--- src/rtl/wl_pkg.sv ---
// ---------------------------------------------------------------------------
// wl_pkg
// Shared types and constants for the core data-port demultiplexer.
//   - core_data_req_t / core_data_rsp_t : core LSU request/response bundles
//   - addr_napot_demux_rule_t           : one NAPOT decode rule (idx, base, mask)
//   - CoreDataNumPorts / CoreDataMaxOutstanding / CoreDataAddrMap
// ---------------------------------------------------------------------------
package wl_pkg;

  localparam int unsigned CoreDataNumPorts       = 3;
  localparam int unsigned CoreDataMaxOutstanding = 4;

  // Target regions: base address and power-of-two region size.
  localparam logic [31:0] DataMemBase   = 32'h0002_0000;
  localparam logic [31:0] DataMemOffset = 32'h0002_0000;
  localparam logic [31:0] CsrBase       = 32'h0004_0000;
  localparam logic [31:0] CsrOffset     = 32'h0001_0000;
  localparam logic [31:0] HwpeCfgBase   = 32'h0008_0000;
  localparam logic [31:0] HwpeCfgOffset = 32'h0001_0000;

  typedef struct packed {
    logic [31:0] idx;
    logic [31:0] base;
    logic [31:0] mask;
  } addr_napot_demux_rule_t;

  typedef struct packed {
    logic [31:0] addr;
    logic        we;
    logic [3:0]  be;
    logic [31:0] wdata;
  } core_data_req_chan_t;

  typedef struct packed {
    logic [31:0] data;
    logic        error;
  } core_data_rsp_chan_t;

  typedef struct packed {
    logic                q_valid;
    core_data_req_chan_t q;
    logic                p_ready;
  } core_data_req_t;

  typedef struct packed {
    logic                q_ready;
    logic                p_valid;
    core_data_rsp_chan_t p;
  } core_data_rsp_t;

  // A NAPOT region of size 'offset' matches every address whose upper bits
  // equal the base, so the mask clears the in-region offset bits.
  function automatic logic [31:0] napot_mask(input logic [31:0] offset);
    return ~(offset - 32'd1);
  endfunction

  // Packed array: the leftmost element is index CoreDataNumPorts-1.
  localparam addr_napot_demux_rule_t [CoreDataNumPorts-1:0] CoreDataAddrMap = '{
    '{idx: 32'd2, base: HwpeCfgBase, mask: napot_mask(HwpeCfgOffset)},
    '{idx: 32'd1, base: CsrBase,     mask: napot_mask(CsrOffset)},
    '{idx: 32'd0, base: DataMemBase, mask: napot_mask(DataMemOffset)}
  };

endpackage

--- src/rtl/fifo_v3.sv ---
// ---------------------------------------------------------------------------
// fifo_v3
// Small synchronous FIFO with optional fall-through.
//   clk_i   : clock
//   rst_ni  : asynchronous active-low reset
//   flush_i : synchronous clear of all entries
//   full_o  : no free entry
//   empty_o : no valid entry at the output
//   data_i / push_i : write side (push ignored when full)
//   data_o / pop_i  : read side (pop ignored when empty)
// ---------------------------------------------------------------------------
module fifo_v3 #(
  parameter bit          FALL_THROUGH = 1'b0,
  parameter int unsigned DATA_WIDTH   = 32,
  parameter int unsigned DEPTH        = 8
) (
  input  logic                  clk_i,
  input  logic                  rst_ni,
  input  logic                  flush_i,
  output logic                  full_o,
  output logic                  empty_o,
  input  logic [DATA_WIDTH-1:0] data_i,
  input  logic                  push_i,
  output logic [DATA_WIDTH-1:0] data_o,
  input  logic                  pop_i
);

  localparam int unsigned AddrDepth = (DEPTH > 1) ? $clog2(DEPTH) : 1;
  localparam logic [AddrDepth-1:0] LastPtr = AddrDepth'(DEPTH - 1);
  localparam logic [AddrDepth:0]   FullCnt = (AddrDepth + 1)'(DEPTH);

  logic [AddrDepth-1:0]  rd_ptr_q, rd_ptr_d;
  logic [AddrDepth-1:0]  wr_ptr_q, wr_ptr_d;
  logic [AddrDepth:0]    cnt_q, cnt_d;
  logic [DATA_WIDTH-1:0] mem_q [DEPTH];
  logic                  mem_we;
  logic                  push_ok;
  logic                  pop_ok;
  logic                  bypass;

  // In fall-through mode an empty FIFO forwards data_i directly.
  assign bypass  = FALL_THROUGH && (cnt_q == '0);
  assign full_o  = (cnt_q == FullCnt);
  assign empty_o = (cnt_q == '0) && !(FALL_THROUGH && push_i);
  assign data_o  = bypass ? data_i : mem_q[rd_ptr_q];
  assign push_ok = push_i && !full_o;
  assign pop_ok  = pop_i && !empty_o;

  always_comb begin
    rd_ptr_d = rd_ptr_q;
    wr_ptr_d = wr_ptr_q;
    cnt_d    = cnt_q;
    mem_we   = 1'b0;
    if (flush_i) begin
      rd_ptr_d = '0;
      wr_ptr_d = '0;
      cnt_d    = '0;
    end else begin
      // A bypassed push that is popped in the same cycle never gets stored.
      if (push_ok && !(bypass && pop_ok)) begin
        mem_we   = 1'b1;
        wr_ptr_d = (wr_ptr_q == LastPtr) ? '0 : wr_ptr_q + 1'b1;
        cnt_d    = cnt_d + 1'b1;
      end
      if (pop_ok && !bypass) begin
        rd_ptr_d = (rd_ptr_q == LastPtr) ? '0 : rd_ptr_q + 1'b1;
        cnt_d    = cnt_d - 1'b1;
      end
    end
  end

  always_ff @(posedge clk_i or negedge rst_ni) begin
    if (!rst_ni) begin
      rd_ptr_q <= '0;
      wr_ptr_q <= '0;
      cnt_q    <= '0;
    end else begin
      rd_ptr_q <= rd_ptr_d;
      wr_ptr_q <= wr_ptr_d;
      cnt_q    <= cnt_d;
    end
  end

  always_ff @(posedge clk_i) begin
    if (mem_we) begin
      mem_q[wr_ptr_q] <= data_i;
    end
  end

endmodule

--- src/rtl/wl_core_data_demux.sv ---
// ---------------------------------------------------------------------------
// wl_core_data_demux
// Routes core LSU requests to one of NumPorts targets by NAPOT address decode
// and returns responses strictly in request order.
//   clk_i     : clock, all state on rising edge
//   rst_i     : asynchronous active-high reset
//   slv_req_i : core request (q_valid, q, p_ready)
//   slv_rsp_o : core response (q_ready, p_valid, p)
//   mst_req_o : per-target request, payload broadcast, q_valid one-hot
//   mst_rsp_i : per-target response
//   idle_o    : no request outstanding
//
// Handshakes: a request transfers in a cycle where q_valid && q_ready are
// both high at the rising edge; a response transfers where p_valid && p_ready
// are both high. The requester keeps q stable while q_valid && !q_ready.
// Addresses that match no rule go to an internal error target which answers
// with data 0 and error 1 once it reaches the head of the order FIFO.
// ---------------------------------------------------------------------------
module wl_core_data_demux
  import wl_pkg::*;
#(
  parameter int unsigned NumPorts       = CoreDataNumPorts,
  parameter int unsigned MaxOutstanding = CoreDataMaxOutstanding,
  parameter addr_napot_demux_rule_t [NumPorts-1:0] AddrMap = CoreDataAddrMap
) (
  input  logic           clk_i,
  input  logic           rst_i,
  input  core_data_req_t slv_req_i,
  output core_data_rsp_t slv_rsp_o,
  output core_data_req_t mst_req_o [NumPorts],
  input  core_data_rsp_t mst_rsp_i [NumPorts],
  output logic           idle_o
);

  localparam int unsigned SelW = $clog2(NumPorts + 1);
  localparam int unsigned CntW = $clog2(MaxOutstanding + 1);

  typedef logic [SelW-1:0] sel_t;
  localparam sel_t            ErrSel = sel_t'(NumPorts);
  localparam logic [CntW-1:0] MaxCnt = CntW'(MaxOutstanding);

  logic [CntW-1:0] count_q, count_d;
  sel_t            sel;
  sel_t            head;
  logic            fifo_full;
  logic            fifo_empty;
  logic            can_accept;
  logic            tgt_q_ready;
  logic            q_ready;
  logic            p_valid;
  logic            push;
  logic            pop;

  // Scan from the highest rule down so the lowest matching index wins.
  always_comb begin
    sel = ErrSel;
    for (int i = int'(NumPorts) - 1; i >= 0; i--) begin
      if ((slv_req_i.q.addr & AddrMap[i].mask) == (AddrMap[i].base & AddrMap[i].mask)) begin
        sel = AddrMap[i].idx[SelW-1:0];
      end
    end
  end

  // Acceptance depends only on the current count, never on this cycle's pop,
  // so there is no combinational path from p_ready to q_ready.
  assign can_accept = !rst_i && (count_q < MaxCnt) && !fifo_full;

  always_comb begin
    tgt_q_ready = 1'b1;
    for (int i = 0; i < int'(NumPorts); i++) begin
      if (sel == sel_t'(i)) begin
        tgt_q_ready = mst_rsp_i[i].q_ready;
      end
    end
  end

  assign q_ready = tgt_q_ready && can_accept;
  assign push    = slv_req_i.q_valid && q_ready;

  always_comb begin
    for (int i = 0; i < int'(NumPorts); i++) begin
      mst_req_o[i].q       = slv_req_i.q;
      mst_req_o[i].q_valid = slv_req_i.q_valid && can_accept && (sel == sel_t'(i));
      mst_req_o[i].p_ready = !rst_i && !fifo_empty && (head == sel_t'(i)) && slv_req_i.p_ready;
    end
  end

  // Only the port at the FIFO head may present a response; others are held.
  always_comb begin
    p_valid           = 1'b0;
    slv_rsp_o.p       = '0;
    if (!rst_i && !fifo_empty) begin
      if (head == ErrSel) begin
        p_valid           = 1'b1;
        slv_rsp_o.p.data  = '0;
        slv_rsp_o.p.error = 1'b1;
      end else begin
        for (int i = 0; i < int'(NumPorts); i++) begin
          if (head == sel_t'(i)) begin
            p_valid     = mst_rsp_i[i].p_valid;
            slv_rsp_o.p = mst_rsp_i[i].p;
          end
        end
      end
    end
  end

  assign slv_rsp_o.q_ready = q_ready;
  assign slv_rsp_o.p_valid = p_valid;
  assign pop               = p_valid && slv_req_i.p_ready;

  always_comb begin
    count_d = count_q;
    unique case ({push, pop})
      2'b10:   count_d = count_q + 1'b1;
      2'b01:   count_d = count_q - 1'b1;
      default: count_d = count_q;
    endcase
  end

  always_ff @(posedge clk_i or posedge rst_i) begin
    if (rst_i) begin
      count_q <= '0;
    end else begin
      count_q <= count_d;
    end
  end

  assign idle_o = (count_q == '0);

  fifo_v3 #(
    .FALL_THROUGH (1'b0),
    .DATA_WIDTH   (SelW),
    .DEPTH        (MaxOutstanding)
  ) i_idx_fifo (
    .clk_i   (clk_i),
    .rst_ni  (~rst_i),
    .flush_i (1'b0),
    .full_o  (fifo_full),
    .empty_o (fifo_empty),
    .data_i  (sel),
    .push_i  (push),
    .data_o  (head),
    .pop_i   (pop)
  );

endmodule

--- config.mk ---
export PLATFORM = sky130hd
export DESIGN_NAME = wl_core_data_demux
export DESIGN_NICKNAME = d
export VERILOG_FILES = /design/src/rtl/wl_pkg.sv /design/src/rtl/fifo_v3.sv /design/src/rtl/wl_core_data_demux.sv
export SDC_FILE = /design/constraint.sdc
export NUM_CORES = 1
export LEC_CHECK = 0
export CELL_PAD_IN_SITES_DETAIL_PLACEMENT = 0
export CELL_PAD_IN_SITES_GLOBAL_PLACEMENT = 1
export CORE_AREA = 5 5 161 163
export CTS_BUF_LIST = sky130_fd_sc_hd__clkbuf_4 sky130_fd_sc_hd__clkbuf_8
export CTS_CLUSTER_SIZE = 20
export DETAILED_ROUTE_END_ITERATION = 12
export DIE_AREA = 0 0 166 168
export GPL_TIMING_DRIVEN = 0
export HOLD_SLACK_MARGIN = 0.03
export PLACE_DENSITY = 0.8
export SKIP_CTS_REPAIR_TIMING = 1
export SYNTH_ARGS = -nofsm -noshare
export SYNTH_HDL_FRONTEND = slang
export SYNTH_SLANG_ARGS = --single-unit
--- constraint.sdc ---
create_clock -name clk_i -period 4.2 [get_ports clk_i]
set_clock_uncertainty 0.15 [all_clocks]
set_input_delay 1.05 -clock clk_i [delete_from_list [all_inputs] [get_ports clk_i]]
set_output_delay 1.05 -clock clk_i [all_outputs]
set_load 0.01 [all_outputs]
---- After elaboration in Yosys (flattened, before gate mapping) ----
Memory sizes are Yosys's and may differ from the RTL's.
Cells that the tools add are included.
word-level totals
  register bits after elaboration ......... 10
  bits in latches ......................... 0
  RAM bits ................................ 8
  bits in read-only memories .............. 0
  input bits .............................. 178
  output and inout port bits .............. 249
  word-level logic and storage cells ...... 75
  memories ................................ 1
memory list
  name              depth  width  rd ports  clocked after Yosys merged registers in  write ports  RTL line       source
  i_idx_fifo.mem_q  4      2      1         0                                        1            fifo_v3.sv:35  logic [DATA_WIDTH-1:0] mem_q [DEPTH];
cells by class
  $add $sub $neg .......................... 6
  multiply operators ...................... 0
  divide/modulo/power cells ............... 0
  $lt $le $gt $ge ......................... 1
  equal/unequal tests ..................... 13
  shift-type cells ........................ 0
  muxes and demuxes ....................... 24
  bitwise gates (word level) .............. 0
  reduce and logical (&&, ||, !) cells .... 26
operators with widths
  cell                 count
  $mux 33              5
  $logic_and 1x1->1    18
  $eq 16x3->1 const B  1
  $eq 16x4->1 const B  1
  $eq 15x1->1 const B  1
  $eq 2x2->1 const B   6
  $mux 1               12
  $mux 2               4
  $add 3x1->3 const B  2
  $eq 2x1->1 const B   3
  $logic_not 3->1      2
  $mux 3               2
  $pmux 3 s2           1
  $sub 3x1->3 const B  2
  $add 2x1->2 const B  2
  $logic_not 2->1      2
  $eq 3x3->1 const B   1
  $logic_not 1->1      3
  $lt 3x3->1 const B   1
  $reduce_bool 2->1    1

---- Depth between registers and ports, before layout ----
  depth in word-level cells ............... 14
  gate-level depth with buffers ........... 13
  depth with buffers taken out ............ 12

---- By module ----
From an unflattened synthesis, not the netlist that was laid out.
unflattened totals
  cells, all modules ...................... 480
  area total of the unflattened synthesis .. 3,772.4 sq um
modules (own cells, without submodules)
  module              times used  cells each  area an instance (sq um)  sequential area each (sq um)
  wl_core_data_demux  1           410         2,905.3                   75.1
  fifo_v3             1           70          867.1                     415.4

---- Worst setup path before layout ----
OpenSTA, ideal clock, no wires.
  path type ............................... input port to flip-flop
  start ................................... input slv_req_i[54] in the netlist's numbering
  end ..................................... register count_q[2]
  library setup time ...................... 0.079 ns
  data arrival time ....................... 3.094 ns
  data required time ...................... 3.971 ns
  slack ................................... 0.877 ns
  stages .................................. 11
  buffers on the path ..................... 1
  cells stage by stage .................... or4b_1 > a21oi_1 > o22ai_1 > buf_2 > inv_1 > ha_1 > inv_1 > fa_1 > xor2_1 > nor2_1 > xor2_1
between the ends
  longest elaborated chain between the ends .. 12
  elaborated cells between the ends (all ways) .. 17
  those cells by class .................... 6 x eq/ne; 7 x mux; 4 x reduce/logical
ends and longest elaborated chain
  what                                             RTL line                   source
  from (decl)                                      wl_core_data_demux.sv:28   input core_data_req_t slv_req_i,
  $eq 16x4->1                                      wl_core_data_demux.sv:58   if ((slv_req_i.q.addr & AddrMap[i].mask) == (AddrMap[i].base & AddrMap[i].mask)) begin
  $mux 1                                           wl_core_data_demux.sv:58
  $mux 2 (*) (2 in series)                         wl_core_data_demux.sv:58
  $logic_not 2->1                                  wl_core_data_demux.sv:71   if (sel == sel_t'(i)) begin
  $mux 1 (2 in series)                             wl_core_data_demux.sv:71
  $mux 1 (*)                                       wl_core_data_demux.sv:71
  $logic_and 1x1->1 (*)                            wl_core_data_demux.sv:77   assign q_ready = tgt_q_ready && can_accept;
  $logic_and 1x1->1 (*)                            wl_core_data_demux.sv:78   assign push = slv_req_i.q_valid && q_ready;
  $eq 2x1->1 or $eq 2x2->1 (tied branches)         wl_core_data_demux.sv:114  unique case ({push, pop})
  $pmux 3 s2 or $reduce_bool 2->1 (tied branches)  n/a
  to (signal assigned)                             wl_core_data_demux.sv:125  count_q <= count_d;
  to (decl)                                        wl_core_data_demux.sv:42   logic [CntW-1:0] count_q, count_d;
Every way passes the cells marked *; elsewhere a longest branch is shown, timed or not.
A chain may end at the register's enable or synchronous reset.

---- Worst setup path in the final report ----
  start ................................... input mst_rsp_i[34] in the netlist's numbering
  end ..................................... output slv_rsp_o[34] in the netlist's numbering
between the ends
  longest elaborated chain between the ends .. 2
ends and longest elaborated chain
  what               RTL line                  source
  from (decl)        wl_core_data_demux.sv:31  input core_data_rsp_t mst_rsp_i [NumPorts],
  $mux 1             wl_core_data_demux.sv:71
  $logic_and 1x1->1  wl_core_data_demux.sv:77
  to (decl)          wl_core_data_demux.sv:29  output core_data_rsp_t slv_rsp_o,
No other way between the ends.

==> summary by stage <==
Status
The run finished with clean final reports.

Clock tree
The clock tree root driver cell is sky130_fd_sc_hd__clkbuf_8. The clock transition at the registers of the reported paths is 0.06 ns. The number of buffers on the longest clock path is 2. TritonCTS built the clock tree.

The number of clock buffers added by TritonCTS is 3. The clock reaches the later pin of the worst-skew pair after 0.25 ns. CTS built an H-tree with a depth of 1. The number of clock sinks seen by CTS is 18.

Finish
Relative to the synthesized area, the layout overhead comes to 119.2%. The layout has 2523 filler cells. The number of antenna diodes in the final layout is 0.

Once layout is complete, the utilization of the core stands at 32.87%. At the end of the flow, the number of nets in the layout was 1041. The final cell count without fillers is 1176.

In the final layout, the share of cells above drive strength 1 is 29.23%.

Min path
The worst hold path belongs to the class reg -> reg.

Synthesis
The mapped netlist covers 3626 um^2. In this run the biggest area consumer among cell types represents 43.27% of the synthesized area. The share of the yosys chip area belonging to registers is 13.53%. The register bit count reported by yosys is 18. Yosys instantiated no cell more often than sky130_fd_sc_hd__buf_4. Counting every net in the synthesized netlist gives 662.

Yosys attributes the largest share of cell area to sky130_fd_sc_hd__buf_4 (43%), sky130_fd_sc_hd__mux2i_1 (9.7%), sky130_fd_sc_hd__nor2_1 (7.6%). Each instance of the synthesized netlist takes up on average 7.650 um^2. The number of distinct library cells after synthesis is 38. After technology mapping, the gate count stands at 474. For this run, the number of Yosys warnings is 0. The number of synthesized flops with an enable pin is 8.

In the synthesized netlist the dominant register cell turns out to be sky130_fd_sc_hd__dfrtp_1. Sorting the synthesized cells by how often they occur yields sky130_fd_sc_hd__buf_4 (209), sky130_fd_sc_hd__nor2_1 (73), sky130_fd_sc_hd__mux2i_1 (35), sky130_fd_sc_hd__a21oi_1 (34), sky130_fd_sc_hd__inv_1 (12). The synthesized design spends more area on one cell type than any other, namely sky130_fd_sc_hd__buf_4. The async set-reset flop share out of synthesis is 55.56%.

STA
For the pin with the worst max-slew slack, the measured transition is 0.4971 ns. The setup-violating endpoint count in the final report is 0. Final hold analysis gives a worst-case slack of 0.3630 ns. Counting I/O delays and the setup requirement, the final critical path takes 4.098 ns.

The final count of pins violating max slew came to 0. The final worst-path cycle share is 97.56%. Setup repair after global routing left no endpoint under its margin. Headroom to the max-slew limit came out at 66.86%. In the post-route analysis, the smallest setup slack over all paths is 0.1024 ns. The maximum achievable frequency is 244.0 MHz. The number of failing hold endpoints at the final stage was 0.

Routing
The detailed-routed wire length on met3 is 888 um. The highest signal layer in the routed design is met4. The sum of met2 wire segment lengths after detailed routing is 9539 um. The routed design has 17620 um of wire. After detailed routing, the number of remaining DRC violations is 0. The number of DRC markers in iteration 0 is 120. The routed wirelength normalized by instance count is 14.99 um. The via total after detailed routing is 4069.

The antenna violation net count after detailed routing is 0. In the routed layout, each cell is associated on average with a via count of 3.460. The number of detailed-route iterations in the first pass is 4.

In the final routing, the length of wire on met1 measures 6954 um.

GRT
Entering global routing, the biggest net connects 12 pins. The first global-routing pass estimated 25270 um of wire. The via count of the first global-routing pass came to 4136. The total overflow left after global routing is 0.

The number of antenna violations at the first check in global routing is 0. Global routing consumed, over all layers together, 11.33% of the routing resources.

Placement
After legalization and detailed placement, the total HPWL measured 15750 um. In this run the tool buffered the top-level ports with 373 buffer cells. At the end of routability-driven placement, the weighted congestion stood at 0.8118.

The number of placed instances, taps included, is 1171. Prior to clock tree synthesis, the placed netlist has a worst setup slack of -0.4837 ns.

Die
The die is 168 um tall. The count of pins on the block boundary is 427. The floorplan step defined a die boundary enclosing 27890 um^2.

The number of rows created at floorplan is 57. The core region is 24180 um^2. The chip width is 166 um.

The initial standard-cell utilization of the core is 15.00%.

Setup path
Data on the critical path is required at its endpoint by 3.00 ns. The critical path data arrival time is 2.90 ns. STA classifies the critical path endpoint as a primary output. The worst-path maximum fanout is 2. The element type at the critical path start is a primary input. The kind of critical path is in -> out.

Power
Summed over all cells, the static leakage comes to 3.546 nW. For this design the ratio of total power to cell area is 306.5 nW/um^2. The highest ir drop seen on vdd is 125.5 uV.

Run
The number of max-capacitance violations reported is 0.
[per-layer routing]
layer | global-route usage (%) | up-vias
met4 | 1.973 | 0
met1 | 12.95 | 1826
met5 | 0 | -
met3 | 2.368 | 18
li1 | - | 2088
met2 | 21.88 | 137
[registers in the layout, indices dropped and copies added, names as in the netlist]
name and count:
count_q 3, i_idx_fifo.cnt_q 3, i_idx_fifo.rd_ptr_q 2, i_idx_fifo.wr_ptr_q 2
i_idx_fifo.mem_q 8
[layout by cell type (no fill, tap or decap), types with 4 or more instances in the layout]
cell type,count
sky130_fd_sc_hd__clkdlybuf4s50_1,359
sky130_fd_sc_hd__buf_4,211
sky130_fd_sc_hd__nor2_1,73
sky130_fd_sc_hd__mux2i_1,35
sky130_fd_sc_hd__a21oi_1,33
sky130_fd_sc_hd__dlymetal6s2s_1,14
sky130_fd_sc_hd__inv_1,12
sky130_fd_sc_hd__ha_1,9
sky130_fd_sc_hd__dfrtp_1,9
sky130_fd_sc_hd__edfxtp_1,8
sky130_fd_sc_hd__nand2_1,6
sky130_fd_sc_hd__nand2b_1,6
sky130_fd_sc_hd__buf_2,5
sky130_fd_sc_hd__clkbuf_4,5
sky130_fd_sc_hd__nor3_1,5
sky130_fd_sc_hd__and2_1,5
sky130_fd_sc_hd__xnor2_1,4
sky130_fd_sc_hd__nor2b_1,4
[cells by family after synthesis]
logic type,share of synthesized area [%]
buffers and inverters,47.07
and+or+nand+nor,14.11
AOI/OAI and AO/OA,7.177
muxes,12.77
DFF,13.53
adders and majority gates,3.658
xor gates and xnor gates,1.691
[power breakdown]
group / internal (mW) / switching, mW
logic: 1.08 / 0.916
registers: 0.249 / 0.0618
clock network: 0.0736 / 0.0544
[metrics by stage]
| stage | setup TNS, ns | cell area [um^2] | power [mW] |
|---|---|---|---|
| 6_report | 0 | 7948 | 2.436 |
| 4_1_cts | -10.95 | 7814 | 2.469 |
| 5_1_grt | 0 | 7948 | 2.638 |
| 3_5_place_dp | -10.68 | 7765 | 2.326 |
| 2_1_floorplan | 0 | 3626 | 1.442 |
| 3_3_place_gp | -9.337 | 7765 | 2.311 |
[final timing paths]
| path | start | to | slack (ns) | cells after the start |
|---|---|---|---|---|
| worst min register to register | count_q[0] | count_q[0] | 0.36 | 1 |
| worst max-delay path | mst_rsp_i[34] | slv_rsp_o[34] | 0.10 | 8 |
| worst min-delay path | count_q[0] | count_q[0] | 0.36 | 1 |
| max in group asynchronous | rst_i | i_idx_fifo.rd_ptr_q[0] | 2.50 | 2 |
| worst max register to register | i_idx_fifo.rd_ptr_q[0] | count_q[2] | 1.12 | 13 |
| min in group asynchronous | rst_i | i_idx_fifo.cnt_q[2] | 1.08 | 2 |
[cell type report]
class / instances / area, um^2 / area share [%]
Buffer: 226 / 1673 / 21.05
Clock buffer: 4 / 48.80 / 0.6140
Inverter: 12 / 45.04 / 0.5668
Multi-Input combinational cell: 217 / 1500 / 18.88
Sequential cell: 18 / 491.7 / 6.187
Tap cell: 324 / 405.4 / 5.101
Timing Repair Buffer: 375 / 3784 / 47.61
[critical path, cell delays in order]
cell and delay, ns:
sky130_fd_sc_hd__clkdlybuf4s50_1 0.39, sky130_fd_sc_hd__or4b_1 0.49, sky130_fd_sc_hd__a21oi_2 0.16, sky130_fd_sc_hd__nor2_1 0.06
sky130_fd_sc_hd__nor2_1 0.08, sky130_fd_sc_hd__nor2b_1 0.05, sky130_fd_sc_hd__buf_4 0.12, sky130_fd_sc_hd__clkdlybuf4s50_1 0.48
Note: power is estimated with default switching activity, not from simulation.
==> edit (same settings) <==
`CoreDataMaxOutstanding`: 4 -> 16.
--- a/src/rtl/wl_pkg.sv
+++ b/src/rtl/wl_pkg.sv
@@ -8,7 +8,7 @@
 package wl_pkg;
 
   localparam int unsigned CoreDataNumPorts       = 3;
-  localparam int unsigned CoreDataMaxOutstanding = 4;
+  localparam int unsigned CoreDataMaxOutstanding = 16;
 
   // Target regions: base address and power-of-two region size.
   localparam logic [31:0] DataMemBase   = 32'h0002_0000;
Function: same outputs for any inputs over 4 cycles, from zero or initial values and one cycle with rst_i high; that may be too few to reach the edited logic, so the function may still have changed.
==> edit against the original RTL <==
Total power is 72% higher. Cell area is 21% higher. Hold slack better by 0.029 ns. Sequential cell count is 32 higher. Area after synthesis is 40% higher. Count of clock-buffer cells in the layout is 1 higher. Wire length is 23% higher. First-iteration DRC count is 120% higher. Non-clock buffer count is 10 higher. Worst setup slack worse by 0.0021 ns. Combinational power is 59% higher. Utilization is 7.0 points higher. Largest power group unchanged.
==> edit: results (changes against the original RTL) <==
- Result of the run: finished, final reports clean
- Met3 Wirelength: 1.525 mm (+72%)
- Clock Pin Slew Worst Setup and Hold Paths: 0.09 ns (+0.03 ns)
- Clk sinks: 50 (+32)
- CP max stage cell: or4_4
- TritonCTS Buffers: 5 (+2)
- Layout non-clock buf frac: 57.82% (-11 points)
- Worst reg2reg path endpoint: count_q[4]
- H-Tree Depth: 2 (+1)
- Post-DP Area: 9253 um2 (+19%)
- Register-to-register setup slack: 0.40 ns (-0.72 ns)
- Fillers: 2388 (-5.4%)
- Inverter count: 8 (-4)
- Ys async rst share: 36.00% (-20 points)
- Final std cells w/o fill: 1325 (+13%)
- FF/Latch Area: 1413 um2 (+190%)
- Sequential area share after synthesis: 27.78% (+14 points)
- Crit-path max FO: 4 (+2)
- Fraction of area in multi-input gates: 22.03% (+3.2 points)
- Worst-Margin Slew: 0.6918 ns (+0.1948 ns)
- Initial antenna violation count: 1 (+1)
- Multi-In Gates: 324 (+49%)
- Met2 WL post-DR: 10.97 mm (+15%)
- Crit path largest cell delay: 0.58 ns (+0.09 ns)
- Synthesis-to-finish area growth: 89.78%
- P_seq: 0.733 mW (+140%)
- Reg2reg start: i_idx_fifo.rd_ptr_q[1]
- Logic pwr share: 75.9% (-6.1 points)
- Worst Hold Slack: 0.3924 ns (+0.02938 ns)
- Synth Flop Type: edfxtp_1
- Largest cells by area after synthesis: buf_4, edfxtp_1, dfrtp_1
- Dpl ws: -1.251 ns (-0.7677 ns)
- Post-synth EDFFs: 32 (+24)
- Share of layout cells above drive strength 1: 29.07% (-0.15 points)
## edit: worst min path at each step
stage,from,to,cells after the start
4_1_cts,count_q[4],count_q[4],1
2_1_floorplan,count_q[4],count_q[4],1
5_1_grt,count_q[4],count_q[4],1
6_report,count_q[3],count_q[3],2
3_5_place_dp,count_q[4],count_q[4],1
3_3_place_gp,count_q[4],count_q[4],1
## edit: cells by family after synthesis
family                     share of synthesized area [%]
DFF                                                27.78
adders and majority gates                          3.349
and+or+nand+nor                                    15.93
buffers and inverters                              33.49
AOI/OAI and AO/OA                                  10.39
xor gates and xnor gates                           2.930
muxes                                              6.132
## edit: critical path, delay by kind of cell
kind | cells | cell delay [ns]
simple gates | 4 | 1.38
buf+inv | 3 | 0.47
## edit: per-layer routing
metal / track usage, % / vias up
met5: 0 / -
met4: 3.192 / 2
met3: 3.728 / 18
met2: 25.34 / 240
met1: 16.90 / 2362
li1: - / 2616
